File: src/rtl/div_pkg.sv
// Shared definitions for the 32-bit signed restoring divider:
// operand width, iteration count and the control FSM states.
package div_pkg;

    localparam int DIV_WIDTH      = 32;
    localparam int DIV_ITERATIONS = 32;

    typedef enum logic [1:0] {
        S_IDLE,
        S_DIVIDE,
        S_FIXUP,
        S_DONE
    } div_state_t;

    function automatic logic [DIV_WIDTH-1:0] magnitude(input logic [DIV_WIDTH-1:0] value);
        return value[DIV_WIDTH-1] ? -value : value;
    endfunction

endpackage

File: src/rtl/division_32_bit.sv
// Multi-cycle signed 32-bit divider: unsigned restoring core on operand
// magnitudes, sign fix-up afterwards. result = {remainder, quotient}.
module division_32_bit
    import div_pkg::*;
(
    input  logic                     clock,
    input  logic                     reset,
    input  logic                     start,
    input  logic [DIV_WIDTH-1:0]     dividend,
    input  logic [DIV_WIDTH-1:0]     divisor,
    output logic                     busy,
    output logic                     done,
    output logic                     div_by_zero,
    output logic [2*DIV_WIDTH-1:0]   result
);

    localparam logic [4:0] LAST_ITER = 5'(DIV_ITERATIONS - 1);

    div_state_t               state_q, state_d;
    logic [DIV_WIDTH-1:0]     dvd_mag_q, dvd_mag_d;
    logic [DIV_WIDTH-1:0]     dsr_mag_q, dsr_mag_d;
    logic                     dvd_neg_q, dvd_neg_d;
    logic                     dsr_neg_q, dsr_neg_d;
    logic [2*DIV_WIDTH-1:0]   work_q, work_d;
    logic [4:0]               count_q, count_d;
    logic [2*DIV_WIDTH-1:0]   result_q, result_d;
    logic                     dbz_q, dbz_d;

    logic [DIV_WIDTH:0]       partial;
    logic [DIV_WIDTH:0]       trial;
    logic [DIV_WIDTH-1:0]     quo_fix;
    logic [DIV_WIDTH-1:0]     rem_fix;
    logic [DIV_WIDTH-1:0]     dvd_signed;

    // Dividend bits enter MSB-first; a borrow out of the trial subtract means restore.
    always_comb begin
        partial    = {work_q[2*DIV_WIDTH-1:DIV_WIDTH], dvd_mag_q[LAST_ITER - count_q]};
        trial      = partial - {1'b0, dsr_mag_q};
        quo_fix    = (dvd_neg_q ^ dsr_neg_q) ? -work_q[DIV_WIDTH-1:0] : work_q[DIV_WIDTH-1:0];
        rem_fix    = dvd_neg_q ? -work_q[2*DIV_WIDTH-1:DIV_WIDTH] : work_q[2*DIV_WIDTH-1:DIV_WIDTH];
        dvd_signed = dvd_neg_q ? -dvd_mag_q : dvd_mag_q;
    end

    always_comb begin
        state_d   = state_q;
        dvd_mag_d = dvd_mag_q;
        dsr_mag_d = dsr_mag_q;
        dvd_neg_d = dvd_neg_q;
        dsr_neg_d = dsr_neg_q;
        work_d    = work_q;
        count_d   = count_q;
        result_d  = result_q;
        dbz_d     = dbz_q;

        case (state_q)
            S_IDLE: begin
                if (start) begin
                    dvd_mag_d = magnitude(dividend);
                    dsr_mag_d = magnitude(divisor);
                    dvd_neg_d = dividend[DIV_WIDTH-1];
                    dsr_neg_d = divisor[DIV_WIDTH-1];
                    work_d    = '0;
                    count_d   = '0;
                    state_d   = S_DIVIDE;
                end
            end
            S_DIVIDE: begin
                if (trial[DIV_WIDTH]) begin
                    work_d = {partial[DIV_WIDTH-1:0], work_q[DIV_WIDTH-2:0], 1'b0};
                end else begin
                    work_d = {trial[DIV_WIDTH-1:0], work_q[DIV_WIDTH-2:0], 1'b1};
                end
                count_d = count_q + 5'd1;
                if (count_q == LAST_ITER) begin
                    state_d = S_FIXUP;
                end
            end
            S_FIXUP: begin
                // Zero divisor: all-ones quotient and the original dividend as remainder.
                if (dsr_mag_q == '0) begin
                    result_d = {dvd_signed, {DIV_WIDTH{1'b1}}};
                    dbz_d    = 1'b1;
                end else begin
                    result_d = {rem_fix, quo_fix};
                    dbz_d    = 1'b0;
                end
                state_d = S_DONE;
            end
            S_DONE: begin
                state_d = S_IDLE;
            end
            default: begin
                state_d = S_IDLE;
            end
        endcase
    end

    always_ff @(posedge clock) begin
        if (reset) begin
            state_q   <= S_IDLE;
            dvd_mag_q <= '0;
            dsr_mag_q <= '0;
            dvd_neg_q <= 1'b0;
            dsr_neg_q <= 1'b0;
            work_q    <= '0;
            count_q   <= '0;
            result_q  <= '0;
            dbz_q     <= 1'b0;
        end else begin
            state_q   <= state_d;
            dvd_mag_q <= dvd_mag_d;
            dsr_mag_q <= dsr_mag_d;
            dvd_neg_q <= dvd_neg_d;
            dsr_neg_q <= dsr_neg_d;
            work_q    <= work_d;
            count_q   <= count_d;
            result_q  <= result_d;
            dbz_q     <= dbz_d;
        end
    end

    assign busy        = (state_q != S_IDLE);
    assign done        = (state_q == S_DONE);
    assign div_by_zero = dbz_q;
    assign result      = result_q;

endmodule

File: config.mk
export PLATFORM = sky130hd
export DESIGN_NAME = division_32_bit
export DESIGN_NICKNAME = d
export VERILOG_FILES = /design/src/rtl/div_pkg.sv /design/src/rtl/division_32_bit.sv
export SDC_FILE = /design/constraint.sdc
export NUM_CORES = 1
export LEC_CHECK = 0
export ABC_AREA = 1
export BUFFER_PORTS_ARGS = -buffer_cell sky130_fd_sc_hd__buf_2
export CAP_MARGIN = 20
export CORE_AREA = 3 3 187 189
export DETAILED_ROUTE_END_ITERATION = 8
export DIE_AREA = 0 0 190 192
export PLACE_DENSITY = 0.73
export SYNTH_ARGS = -nofsm -noshare
export SYNTH_HDL_FRONTEND = slang
export SYNTH_SLANG_ARGS = --single-unit
File: constraint.sdc
create_clock -name clock -period 2.8 [get_ports clock]
set_clock_uncertainty 0.05 [all_clocks]
set_input_delay 0.7 -clock clock [delete_from_list [all_inputs] [get_ports clock]]
set_output_delay 0.7 -clock clock [all_outputs]
set_load 0.005 [all_outputs]
Yosys cells after proc, flatten, opt, wreduce, memory -nomap -nowiden

Index checks and enable logic that the tools add are counted.

Flip-flop bits (word level): 202
Input bits: 67
Output and inout port bits: 67

Add/sub/neg operators: 8
$lt $le $gt $ge: 1
Equal/unequal tests: 6
Mux-type cells: 17
Bitwise gates (word level): 1
Reduce and logical (&&, ||, !) cells: 7

Operator list:

| operator                                                    | number |
|---|---|
| two-way mux 64 bit                                          | 3 |
| two-way mux 32 bit                                          | 5 |
| negation 32 bit                                             | 5 |
| one-hot mux 64 bit (2 select lines)                         | 1 |
| subtractor 33 x 32 -> 33 bit                                | 1 |
| zero test 32 bit                                            | 1 |
| one-hot mux 5 bit (2 select lines)                          | 1 |
| one-hot mux 2 bit (4 select lines)                          | 1 |
| less-than comparator 5 x 6 -> 1 bit (second input constant) | 1 |
| AND reduction 2 bit                                         | 3 |
| adder 5 x 1 -> 5 bit (second input constant)                | 1 |
| binary-select mux 1 bit (select 5 bit)                      | 1 |
| equality test 5 bit (second input constant)                 | 1 |
| two-way mux 5 bit                                           | 1 |
| subtractor 5 bit (first input constant)                     | 1 |
| equality test 2 bit (second input constant)                 | 2 |
| two-way mux 2 bit                                           | 2 |
| inequality test 2 bit (second input constant)               | 2 |
| nonzero test 2 bit                                          | 2 |
| equality test 2 x 1 -> 1 bit (second input constant)        | 1 |
| zero test 2 bit                                             | 1 |
| two-way mux 1 bit                                           | 2 |
| XOR 1 bit                                                   | 1 |

Longest topological paths before layout

Gate-level depths: netlist (run 1).

Depth in word-level cells: 6
Depth in mapped cells: 25
Depth with buffers taken out: 23

Worst setup path after synthesis (run 1)

Ideal clock, no wire load.

Path kind: flip-flop to flip-flop
Start point: register count_q[0]
End point: register work_q[35]
Arrival time: 2.725 ns
Slack: -0.113 ns
Stages on the path, launching flop included: 25
Clock period less this slack: 2.913 ns
Cell sequence: dfxtp_1 -> inv_1 -> clkbuf_1 -> a21oi_1 -> o21ai_0 -> nand3_1 -> nand3_1 -> nand2_1 -> nand2_1 -> ha_1 -> inv_1 -> fa_1 -> nand2_1 -> nand2_1 -> nand3_2 -> nand2_4 -> nand2_2 -> nand2_4 -> nand2_4 -> nand3_4 -> nand2_4 -> buf_6 -> nand2_1 -> nand3_1 -> a21oi_2

Longest elaborated chain between the ends: 6

RTL lines:

| item                                    | line                   | text |
|---|---|---|
| start, declared                         | division_32_bit.sv:25  | `logic [4:0] count_q, count_d;` |
| start signal, assigned                  | division_32_bit.sv:116 | `count_q <= count_d;` |
| subtractor 5 bit                        | division_32_bit.sv:37  | `partial = {work_q[2*DIV_WIDTH-1:DIV_WIDTH], dvd_mag_q[LAST_ITER - count_q]};` |
| binary-select mux 1 bit (select 5 bit)  | division_32_bit.sv:37  |  |
| two-way mux 1 bit (implied by the code) | division_32_bit.sv:37  |  |
| subtractor 33 x 32 -> 33 bit            | division_32_bit.sv:38  | `trial = partial - {1'b0, dsr_mag_q};` |
| two-way mux 64 bit                      | division_32_bit.sv:68  | `if (trial[DIV_WIDTH]) begin` |
| one-hot mux 64 bit (2 select lines)     | division_32_bit.sv:55  | `case (state_q)` |
| end signal, assigned                    | division_32_bit.sv:115 | `work_q <= work_d;` |
| end, declared                           | division_32_bit.sv:24  | `logic [2*DIV_WIDTH-1:0] work_q, work_d;` |

Every way passes these cells. The select of a mux whose other input is x is not followed.
A chain may end at the register's enable or synchronous reset.

Worst setup path in the final report (run 1)

Start point: register count_q[0]
End point: register work_q[45]

Same word-level chain as after synthesis.

==> results.txt, run 1 <==
Sink Count: 202
status: finished, violations left
grt peak-use layer: met2
grt total ovfl: 0
clock transition at the registers of the reported paths: 0.06 ns
asr flop ratio synth: 0%
NetSw: 6.876 mW
M2 GR Usage: 44.33%
endpoints failing hold: 0
period utilisation layout: 106.3%
I/O Buffers: 133
FF+latch count, synth: 202
Post-Route WL: 50.27 mm
fin area: 17730 sq um
core area: 33450 sq um
Synth cell types: 49
GP Congestion: 1.017
Final ANT Viol Nets: 0
# DRC: 0
vias in the first global route: 15580
CTS root buffer: clkbuf_16
Die W: 190 um
Slew @ Worst Pin: 0.8609 ns
Max Cap Violations: 0
pwr dens: 843.3 nW/um^2
final core utilization: 53.00%
Final Max Slew Viols: 0
Final Hold Slack: 0.4182 ns
CTS Hold Bufs: 0
CTS tree: yes
top_reg_cell synth: dfxtp_1
maximum vdd drop: 478.8 uV
register area share after synthesis: 26.90%
final net count: 2794
antenna violations before repair: 0
# H-tree levels: 1
Max Fclk: 0.3361 GHz
largest area contributor in the netlist: dfxtp_1
Crit Path Max Fanout: 8
DR WL/cell: 15.97 um
failing checks: negative setup slack
switching part of the total: 45.99%
Synth Warn #: 0
Gate power share: 53.6%
DRT Pass-1 Iters: 6
# diodes: 0
RSZ-0062 raised after global routing: true
P&R area growth vs syn: 17.91%
crit end category: register
Global Route Usage Sum: 26.74%
Clock Power Share: 20.3%
Internal: 8.074 mW
Net Count, Synth: 2629
Vias/cell: 5.312
share of the synthesized area in the top cell type: 26.90%
Arr. time, crit path: 3.30 ns
EDFF count, synth: 0
leak pwr: 9.042 nW
Final setup violation count: 32
CTS Buf Count: 24
Final min period: 2.975 ns
DR vias: 16720
IO Count: 134
Reg power frac: 26.1%
Clock Latency Late Sink: 0.54 ns
layout cells sized above 1: 13.86%
die area: 36480 sq um
clock buffer depth: 3
dpl hpwl: 38.58 mm
Setup CP Type: register to register
Die Y: 192 um
Worst setup SP type: register
Slew HR: 42.61%
GRT met1 Usage: 35.52%
Area after DPL: 16640 sq um
met3 usage: 2.665%
Initial Util: 44.95%
first-pass GRT wire length: 80.10 mm
most frequent cells after synthesis: nand2_1, inv_1, nor2_1
Worst Setup Slack, final: -0.1754 ns
largest net degree at the start of global routing: 120
Avg Inst Size Synth: 5.971 sq um
Hold/Removal Path Class: register to register
top-count cell post-synth: nand2_1
post-synthesis cell count: 2518
initial drt markers: 1277
row count: 67
Synth Cell Area: 15040 sq um
largest cells by area after synthesis: dfxtp_1, nand2_1, inv_1
Worst EP required: 3.13 ns
Place WS: -0.2901 ns
[metrics by stage]
step / total power, mW / setup TNS, ns / instances
finish: 14.95 / -4.061 / 3147
global route: 16.06 / -10.60 / 3147
CTS: 14.77 / -2.240 / 3143
detailed placement: 11.49 / -8.367 / 3094
global placement: 11.42 / -6.450 / 3094
floorplan: 8.897 / 0 / 2518
[layer usage]
metal  share of wire, %  vias to the layer above
met5                  0                        -
met4                4.8                        0
met3                5.9                      121
met2                 45                      560
met1                 44                     7591
li1                   -                     8446
[power groups by stage]
| stage | Sequential [mW] | Clock (mW) | Combinational (mW) |
|---|---|---|---|
| final | 3.90 | 3.04 | 8.01 |
| after global routing | 3.96 | 3.20 | 8.91 |
| after CTS | 3.89 | 3.08 | 7.80 |
| after detailed placement | 3.93 | 0 | 7.55 |
| after global placement | 3.92 | 0 | 7.50 |
| after floorplan | 3.88 | 0 | 5.02 |
[registers in the layout, indices dropped and copies added, names as in the netlist]
signal,cells
dsr_neg_q,1
count_q,5
work_q,64
result,64
dsr_mag_q,32
dvd_mag_q,32
div_by_zero,1
state_q,2
dvd_neg_q,1
[layout by cell type, fill, tap and decap left out, types with 4 or more instances in the layout]
| cell type | instances |
|---|---|
| dfxtp_1 | 199 |
| nand2_1 | 650 |
| nor2_1 | 249 |
| inv_2 | 19 |
| xor2_1 | 53 |
| a21o_1 | 4 |
| nand2_4 | 8 |
| or2_2 | 13 |
| a31oi_1 | 8 |
| nand4_1 | 37 |
| a21oi_1 | 196 |
| o221ai_1 | 10 |
| nor2_2 | 7 |
| clkbuf_1 | 5 |
| o21bai_1 | 6 |
| buf_12 | 8 |
| clkbuf_8 | 4 |
| clkbuf_16 | 27 |
| o21ai_0 | 147 |
| a21oi_2 | 12 |
| nand3_1 | 210 |
| nand3b_1 | 9 |
| o21ai_1 | 17 |
| o31ai_1 | 6 |
| ha_1 | 41 |
| inv_1 | 358 |
| o211ai_1 | 29 |
| buf_2 | 132 |
| clkinv_2 | 6 |
| xnor2_1 | 28 |
| nor3_1 | 47 |
| nand3_2 | 8 |
| nand2_2 | 16 |
| buf_4 | 85 |
| o22ai_1 | 4 |
| and2_1 | 4 |
[timing repair]
item,CTS,global route
pin swaps,2,7
buffers inserted,4,1
endpoints found under the hold margin,0,0
gates cloned,3,3
endpoints found under the setup margin,33,33
resized for setup,30,19
[cell families (layout without fill, tap and decap cells)]
| group | Yosys count | in the layout | synth area share, % |
|---|---|---|---|
| adders and majority gates | 44 | 44 | 3.711 |
| xor gates and xnor gates | 82 | 82 | 4.777 |
| buffers and inverters | 475 | 654 | 12.11 |
| DFF | 202 | 202 | 26.90 |
| AOI/OAI and AO/OA | 445 | 445 | 16.38 |
| and+or+nand+nor | 1270 | 1272 | 36.13 |
[worst max-delay path, stage by stage (launching register included)]
cell      delay [ns]
dfxtp_4         0.38
buf_12          0.14
nand2_2         0.05
o211ai_1        0.07
nand3_1         0.09
nand2_1         0.05
nor2_1          0.09
nand2_1         0.07
nand2_2         0.12
ha_4            0.14
inv_2           0.04
fa_2            0.34
nand2_2         0.07
nand2_2         0.07
nand3_2         0.10
nand2_4         0.06
nand2_4         0.06
nand2_4         0.05
nand2_4         0.09
nand3_4         0.16
buf_6           0.19
nand2_8         0.10
nand2_1         0.07
nand3_1         0.08
a21oi_1         0.08
[final cells by class]
| type | instances | area, sq um |
|---|---|---|
| tap | 448 | 560.5 |
| clock inverter | 9 | 85.08 |
| fill | 3413 | 15720 |
| sequential | 202 | 4050 |
| inverter | 379 | 1430 |
| multi-input combinational | 1843 | 9318 |
| timing repair buffer | 233 | 1610 |
| clock buffer | 33 | 674.4 |
[path summary, 6_finish.rpt]
path | startpoint | to | slack, ns | cells past startpoint
worst max-delay path | count_q[0]$_SDFFE_PP0P_ | work_q[45]$_SDFFE_PP0P_ | -0.18 | 24
worst max register to register | count_q[0]$_SDFFE_PP0P_ | work_q[45]$_SDFFE_PP0P_ | -0.18 | 24
worst min register to register | result[38]$_SDFFE_PP0P_ | result[38]$_SDFFE_PP0P_ | 0.42 | 2
worst min-delay path | result[38]$_SDFFE_PP0P_ | result[38]$_SDFFE_PP0P_ | 0.42 | 2
Power figures use the tool's default switching activity.
==> run 2: changes to the inputs <==
--- a/config.mk
+++ b/config.mk
@@ -12,6 +12,7 @@
 export DETAILED_ROUTE_END_ITERATION = 8
 export DIE_AREA = 0 0 190 192
 export PLACE_DENSITY = 0.73
+export SETUP_SLACK_MARGIN = 0.3
 export SYNTH_ARGS = -nofsm -noshare
 export SYNTH_HDL_FRONTEND = slang
 export SYNTH_SLANG_ARGS = --single-unit
==> run 2 against run 1 <==
Compared with the run above: the flow still finishes with violations (negative setup slack); first-iteration DRC count shrank 10%; combinational power is essentially flat; sequential share of layout area shrank 0.059 points; global-route usage shrank 0.43 points; design area grew 0.26%; hold slack lost 0.0030 ns; die area is the same; total power is essentially flat; routed wire length shrank 1.7%; sequential power is essentially flat; sequential cell count is the same; critical path type unchanged; largest cell class unchanged; largest power group unchanged.
==> results.txt, run 2 (synthesized netlist as in run 1, its figures left out) <==
# DRC: 0 (unchanged)
period utilisation layout: 105.0% (-1.2 points)
RSZ-0062 raised after global routing: true
antenna violations before repair: 0 (unchanged)
pwr dens: 841.6 nW/um^2 (-0.21%)
Slew HR: 42.37% (-0.24 points)
final net count: 2788 (-0.21%)
DR WL/cell: 15.75 um (-1.4%)
Setup CP Type: register to register
Tot Pwr: 14.96 mW (about the same)
crit end category: register
Initial Util: 44.95% (unchanged)
Vias/cell: 5.307 (-0.10%)
I/O Buffers: 133 (unchanged)
Inst Count DP: 3087 (-0.23%)
GP Congestion: 0.9975 (-1.9%)
CTS Hold Bufs: 0 (unchanged)
CTS Buf Count: 24 (unchanged)
NetSw: 6.889 mW (+0.18%)
slowest stage cell, crit path: dfxtp_4
grt total ovfl: 0 (unchanged)
Reg power frac: 26.1% (about the same)
Final setup violation count: 32 (unchanged)
Sink Count: 202 (unchanged)
status: finished, violations left
Die W: 190 um (unchanged)
Hold/Removal Path Class: primary input to register
maximum vdd drop: 438.7 uV (-8.4%)
final core utilization: 53.14% (+0.14 points)
Place WS: -0.3157 ns (-0.02562 ns)
initial drt markers: 1145 (-10%)
failing checks: negative setup slack
dpl hpwl: 38.25 mm (-0.84%)
Max Fclk: 0.3401 GHz (+1.2%)
Slew @ Worst Pin: 0.8645 ns (+0.003615 ns)
P&R area growth vs syn: 18.22%
row count: 67 (unchanged)
grt peak-use layer: met2
Arr. time, crit path: 3.29 ns (about the same)
CTS tree: yes
DRT Pass-1 Iters: 5 (-1)
Area after DPL: 16590 sq um (-0.35%)
Finished Layout Cells: 3139 (-0.25%)
Global Route Usage Sum: 26.30% (-0.43 points)
met3 usage: 2.646% (-0.018 points)
fin area: 17770 sq um (+0.26%)
largest net degree at the start of global routing: 119 (-0.83%)
leak pwr: 9.103 nW (+0.68%)
DR vias: 16660 (-0.36%)
Die Y: 192 um (unchanged)
vias in the first global route: 15420 (-1.0%)
Gate power share: 53.7% (about the same)
commonest cells after routing, fill and taps aside: nand2_1, inv_1, nor2_1
core area: 33450 sq um (unchanged)
layout cells sized above 1: 14.53% (+0.67 points)
Final ANT Viol Nets: 0 (unchanged)
# diodes: 0 (unchanged)
Final Max Slew Viols: 0 (unchanged)
IO Count: 134 (unchanged)
endpoints failing hold: 0 (unchanged)
Final TNS setup: -3.276 ns (+0.7845 ns)
Worst setup SP type: register
CTS root buffer: clkbuf_16
Internal: 8.070 mW (about the same)
Post-Route WL: 49.44 mm (-1.7%)
clock buffer depth: 3 (unchanged)
Worst EP required: 3.15 ns (+0.02 ns)
Clock Latency Late Sink: 0.54 ns (about the same)
Final Hold Slack: 0.4153 ns (-0.002965 ns)
Max Cap Violations: 0 (unchanged)
CP cell instances: buf_6, a21oi_2, o21ai_1, a21oi_1, nor2_1, nand2_1, nand2_4, ha_4, inv_2, fa_2, nand2_2, nand2_2, nand3_2, nand2_4, nand2_4, nand2_4, nand2_4, nand3_4, nand2_8, nand2_1, nand3_1, a21oi_1
Clock Power Share: 20.2% (about the same)
GRT met1 Usage: 35.31% (-0.21 points)
Crit path largest cell delay: 0.41 ns (+0.03 ns)
clock transition at the registers of the reported paths: 0.06 ns (about the same)
Worst Setup Slack, final: -0.1405 ns (+0.03492 ns)
# H-tree levels: 1 (unchanged)
M2 GR Usage: 43.33% (-1.0 points)
crit-path most repeated cell: nand2_4
die area: 36480 sq um (unchanged)
switching part of the total: 46.05% (+0.059 points)
first-pass GRT wire length: 78.97 mm (-1.4%)
Crit Path Max Fanout: 14 (+6)
Final min period: 2.941 ns (-0.03492 ns)
most common cell after layout, fill and taps aside: nand2_1
==> run 2: cell types whose count changed in the layout (fill, tap and decap cells not counted), sizes merged <==
cell	change
clkbuf	-3
inv	+1
nand2	-1
buf	-3
clkinvlp	+1
clkinv	-3
==> run 2: repair_timing <==
item,CTS,global route
buffers inserted,4,5
pin swaps,7,11
setup endpoints to repair,33,86
cloned,2,1
resized for setup,44,35
==> run 2: area by class of cell <==
type,instances,area (sq um)
fill,3428,15670
inverter,379,1439
tap,448,560.5
clock inverter,8,83.83
clock buffer,32,660.6
sequential,202,4050
timing repair buffer,228,1524
multi-input combinational,1842,9457
==> run 2: routing by layer <==
metal	vias to the layer above	wire length [um]	part of all wire, %
met4	0	2143	4.3
met5	-	0	0
met1	7635	22130	45
met2	506	22460	45
met3	105	2705	5.5
li1	8412	-	-
==> run 2: critical path, delay by kind of cell, from the launching register on <==
| family | cells | cell delay, ns |
|---|---|---|
| flip-flops | 1 | 0.41 |
| buffers and inverters | 2 | 0.18 |
| AND/OR/NAND/NOR | 14 | 1.43 |
| adder cells (fa/ha/maj) | 2 | 0.47 |
| AO/OA/AOI/OAI | 4 | 0.29 |
==> run 2: final timing paths <==
check | start | endpoint | slack (ns) | cells past startpoint
worst max-delay path | count_q[0]$_SDFFE_PP0P_ | work_q[54]$_SDFFE_PP0P_ | -0.14 | 22
worst min register to register | result[38]$_SDFFE_PP0P_ | result[38]$_SDFFE_PP0P_ | 0.42 | 2
worst max register to register | count_q[0]$_SDFFE_PP0P_ | work_q[54]$_SDFFE_PP0P_ | -0.14 | 22
worst min-delay path | divisor[0] | dsr_mag_q[0]$_SDFFE_PP0P_ | 0.42 | 3
==> run 2: power by group through the flow <==
stage / combinational [mW] / clock [mW] / sequential [mW]
2_1_floorplan: 5.05 / 0 / 3.88
3_3_place_gp: 7.44 / 0 / 3.93
3_5_place_dp: 7.51 / 0 / 3.94
4_1_cts: 7.79 / 3.08 / 3.89
5_1_grt: 8.95 / 3.18 / 3.96
6_report: 8.04 / 3.02 / 3.90
